File: src/rtl/load_seq.sv
// Load sequencer: issues a 1/2/4/8-byte little-endian load as single-byte beats
// on an 8-bit memory port, reporting misalignment and per-beat ack timeout.
module load_seq #(
  parameter int unsigned TIMEOUT = 15
) (
  input  logic        clk,
  input  logic        reset,
  input  logic        req_valid,
  output logic        req_ready,
  input  logic [63:0] req_addr,
  input  logic [1:0]  req_size,
  output logic        mem_rd,
  output logic [63:0] mem_addr,
  input  logic [7:0]  mem_rdata,
  input  logic        mem_ack,
  output logic        resp_valid,
  input  logic        resp_ready,
  output logic [63:0] resp_data,
  output logic        resp_err
);

  typedef enum logic [1:0] {IDLE, READ, RESP} state_t;

  state_t      state_q, state_d;
  logic [63:0] addr_q, addr_d;
  logic [1:0]  size_q, size_d;
  logic [2:0]  beat_q, beat_d;
  logic [7:0]  wait_q, wait_d;
  logic [63:0] data_q, data_d;
  logic        err_q, err_d;

  // Index of the final beat; doubles as the low-address alignment mask.
  function automatic logic [2:0] last_beat(input logic [1:0] size);
    case (size)
      2'd0:    return 3'd0;
      2'd1:    return 3'd1;
      2'd2:    return 3'd3;
      default: return 3'd7;
    endcase
  endfunction

  always_comb begin
    // NOTE: every next-state signal gets a default first so no path infers a latch.
    state_d = state_q;
    addr_d  = addr_q;
    size_d  = size_q;
    beat_d  = beat_q;
    wait_d  = wait_q;
    data_d  = data_q;
    err_d   = err_q;
    case (state_q)
      IDLE: begin
        if (req_valid) begin
          addr_d = req_addr;
          size_d = req_size;
          beat_d = 3'd0;
          wait_d = 8'd0;
          data_d = 64'd0;
          if (|(req_addr[2:0] & last_beat(req_size))) begin
            err_d   = 1'b1;
            state_d = RESP;
          end else begin
            err_d   = 1'b0;
            state_d = READ;
          end
        end
      end
      READ: begin
        if (mem_ack) begin
          data_d[{beat_q, 3'b000} +: 8] = mem_rdata;
          wait_d = 8'd0;
          beat_d = beat_q + 3'd1;
          if (beat_q == last_beat(size_q)) state_d = RESP;
        end else if (wait_q == 8'(TIMEOUT - 1)) begin
          // Partial data is discarded so an aborted load always reads back as zero.
          data_d  = 64'd0;
          err_d   = 1'b1;
          state_d = RESP;
        end else begin
          wait_d = wait_q + 8'd1;
        end
      end
      RESP: begin
        if (resp_ready) state_d = IDLE;
      end
      default: state_d = IDLE;
    endcase
  end

  always_ff @(posedge clk) begin
    if (!reset) begin
      state_q <= IDLE;
      addr_q  <= 64'd0;
      size_q  <= 2'd0;
      beat_q  <= 3'd0;
      wait_q  <= 8'd0;
      data_q  <= 64'd0;
      err_q   <= 1'b0;
    end else begin
      // NOTE: non-blocking updates keep all registers sampling the same pre-edge values.
      state_q <= state_d;
      addr_q  <= addr_d;
      size_q  <= size_d;
      beat_q  <= beat_d;
      wait_q  <= wait_d;
      data_q  <= data_d;
      err_q   <= err_d;
    end
  end

  assign req_ready  = (state_q == IDLE);
  assign mem_rd     = (state_q == READ);
  assign mem_addr   = mem_rd ? (addr_q + {61'd0, beat_q}) : 64'd0;
  assign resp_valid = (state_q == RESP);
  assign resp_data  = resp_valid ? data_q : 64'd0;
  assign resp_err   = resp_valid & err_q;

endmodule

File: config.mk
export PLATFORM = sky130hd
export DESIGN_NAME = load_seq
export DESIGN_NICKNAME = d
export VERILOG_FILES = /design/src/rtl/load_seq.sv
export SDC_FILE = /design/constraint.sdc
export NUM_CORES = 1
export LEC_CHECK = 0
export CAP_MARGIN = 20
export CORE_UTILIZATION = 44
export DETAILED_ROUTE_END_ITERATION = 10
export PLACE_DENSITY = 0.89
export SLEW_MARGIN = 20
export SYNTH_ARGS = -nofsm -noshare
export SYNTH_HDL_FRONTEND = slang
export SYNTH_SLANG_ARGS = --single-unit
File: constraint.sdc
create_clock -name clk -period 3.3 [get_ports clk]
set_input_delay 0.825 -clock clk [delete_from_list [all_inputs] [get_ports clk]]
set_output_delay 0.825 -clock clk [all_outputs]
set_load 0.05 [all_outputs]
==> results.md <==
- Crit Path Max Fanout: 5
- Die area: 17,900 um^2
- GR peak layer: met2
- Worst-margin pin slew: 0.689 ns
- Tmin final: 3.63 ns
- Synthesized cell area: 7650 um^2
- Hold Crit Class: register to register
- CP max stage delay: 0.37 ns
- Syn-to-layout area delta: 60.6%
- Leading area contributor after synthesis: dfxtp_1
- Final Skew: 0.00893 ns
- # nets final: 1,343
- R2r setup slk: 0.64 ns
- Seq/Total Area, Yosys: 37.7%
- Initial core utilization: 45.7%
- Post-DRT Antenna Nets: 0
- GR Util met3: 8.88%
- Post-synth EDFFs: 0
- Share of layout cells above drive strength 1: 30.3%
- Commonest non-fill, non-tap cells in the layout: 165 x nand2_1, 117 x buf_4, 115 x dfxtp_1
- Lkg Pwr: 4.57 nW
- Fin area: 12,300 um^2
- Rows: 47
- Met2 GRT Util: 51.7%
- HPWL after detailed placement: 17,600 um
- Synth top area cells: dfxtp_1 38%, nand2_1 8.2%, a21oi_1 6.5%
- WP data arrival: 2.81 ns
- CTS Sinks: 144
- PD cells: 381 nW/um^2
- Layout fillers: 1,077
- CP endpoint kind: primary output
- Average cell area after synthesis: 7.54 um^2
- Unrepaired setup endpoints after global routing: yes
- Commonest non-fill, non-tap cell in the layout: nand2_1
- DR pass1 iterations: 5
- CTS Buf Count: 17
- Final worst path period share: 110%
- CP required: 2.47 ns
- Clock Path Buffers: 2
- Final setup violation count: 45
- Max transition margin: 53.8%
- CP cell instances: ha_4 -> inv_2 -> fa_2 -> nor2b_4 -> buf_6 -> o2111ai_4 -> buf_6 -> buf_6 -> nor4_4 -> xnor2_2 -> nor2_2 -> buf_12
- Average wire per standard cell: 20.9 um
- Final-report max-slew violation count: 0
- Via count: 9,080
- Largest net degree at the start of global routing: 138
- H-tree levels: 4
- Final Hold Slack: 0.485 ns
- Most used cell, CP: buf_6
- Yosys top cell area share: 37.7%
- Die height: 134 um
- 1st-iter DRT viols: 1,056
- Register bit total from synthesis: 144
- Failing checks: setup timing
- First-pass GRT wire length: 43,400 um
- Fmax: 275 MHz
- I/O Buffers: 210
- Total length of routed wires: 31,000 um
- CTS root buf: clkbuf_16
- Setup TNS: -7.43 ns
- Vias in the first global route: 8,472
- Placed Cells: 1,415
- Async SR Flop Fraction: 0%
- DR DRC count: 0
- Cell Count, Final, Fillers Out: 1,483
- Post-synth top flop: dfxtp_1
- Peak VDD IR: 372 uV
- Max-Cap Viols: 0
- Fin. Hold Viols: 0
- Core area: 16,800 um^2
- Routed vias/inst: 6.12
- RD Place Congestion: 0.902
- Synth unique cells: 57
- Min setup slack post-route: -0.330 ns
- Clk slew on worst S/H paths: 0.06 ns
- Post-Syn Instances: 1,015
- Skew-Pair Late Insertion Delay: 0.43 ns
- Net Count, Synth: 1,107
- I/O pin count: 211
- Synth warn: 0
- Remaining Overflow, GRT: 0
- M1 GR Usage: 35.1%
- Die X: 134 um
- Total track usage: 30.5%
- CTS tree: done
- Antenna violations before repair: 0
- Worst path slowest cell: fa_2
- Startpoint types: register
- Critical path class: register to primary output
- Cts hold-fix bufs: 0
- Status: finished, violations left
- Post-DP Area: 10,700 um^2
- Post-layout util: 73.3%
- # diodes: 0
[critical path: cells and delay by family (launching register included)]
family,cells,cell delay [ns]
compound gates,1,0.14
fa+ha+maj,2,0.52
xor+xnor,1,0.13
simple gates,3,0.63
flops,1,0.36
buf+inv,5,0.61
[state kept, by name (all words and copies together) (netlist names)]
name,count
size_q,2
data_q,64
addr_q,64
beat_q,3
state_q,2
wait_q,8
err_q,1
[power breakdown]
| part | leakage (nW) | internal [mW] | switching, mW | total, mW |
|---|---|---|---|---|
| registers | 1.18 | 1.81 | 0.106 | 1.92 |
| clock network | 0.288 | 1.20 | 0.807 | 2.00 |
| logic | 3.10 | 0.285 | 0.473 | 0.758 |
| total | 4.57 | 3.29 | 1.39 | 4.68 |
[synth_stat cells, types with 9 or more instances]
master and n:
nand2_1 168, dfxtp_1 144, nor2_1 119, a21oi_1 99, and2_1 71, a22oi_1 58, clkbuf_1 50, xnor2_1 32
nand3_1 25, inv_1 24, nand4_1 23, nor3_1 23, o21ai_0 23, or3_1 19, ha_1 12, and3_1 11
nor4_1 11, buf_1 9
[worst paths after layout]
path	end	depth (start not counted)	startpoint
worst max-delay path	mem_addr[26]	12	beat_q[0]
worst min-delay path	data_q[60]	2	data_q[60]
worst max register to register	data_q[21]	6	state_q[0]
worst min register to register	data_q[60]	2	data_q[60]
[cells by family after synthesis]
kind of cell               count (synthesis)  share of synthesized area [%]
AOI/OAI and AO/OA                        220                           18.1
xor gates and xnor gates                  40                           4.58
adders and majority gates                 13                           2.22
buffers and inverters                     89                           4.50
DFF                                      144                           37.7
muxes                                      1                          0.131
and+or+nand+nor                          508                           32.8
[metrics by stage]
stage               power, mW  setup WS, ns
global route             4.81        -0.377
finish                   4.68        -0.330
global placement         2.60        0.0910
floorplan                2.31       0.00210
detailed placement       2.62        0.0103
CTS                      4.60        -0.288
[metal layers]
| layer | share of wire [%] | vias up |
|---|---|---|
| li1 | - | 4003 |
| met1 | 36 | 4266 |
| met2 | 48 | 650 |
| met3 | 11 | 161 |
| met4 | 5.2 | 0 |
| met5 | 0 | - |
[what timing repair did]
action,in CTS,in global routing
gates resized for setup,69,85
pin swaps,44,43
setup buffers,14,23
cloned,2,0
endpoints found under the setup margin,42,54
[cell type report]
| type | count | area, um^2 | share of cell area [%] |
|---|---|---|---|
| Sequential cell | 144 | 2930 | 23.8 |
| Clock buffer | 17 | 425 | 3.46 |
| Tap cell | 220 | 275 | 2.24 |
| Timing Repair Buffer | 282 | 3220 | 26.2 |
| Inverter | 24 | 92.6 | 0.753 |
| Multi-Input combinational cell | 782 | 5170 | 42.0 |
| Clock inverter | 14 | 181 | 1.48 |
No activity file was read; power rests on OpenSTA's default activity.
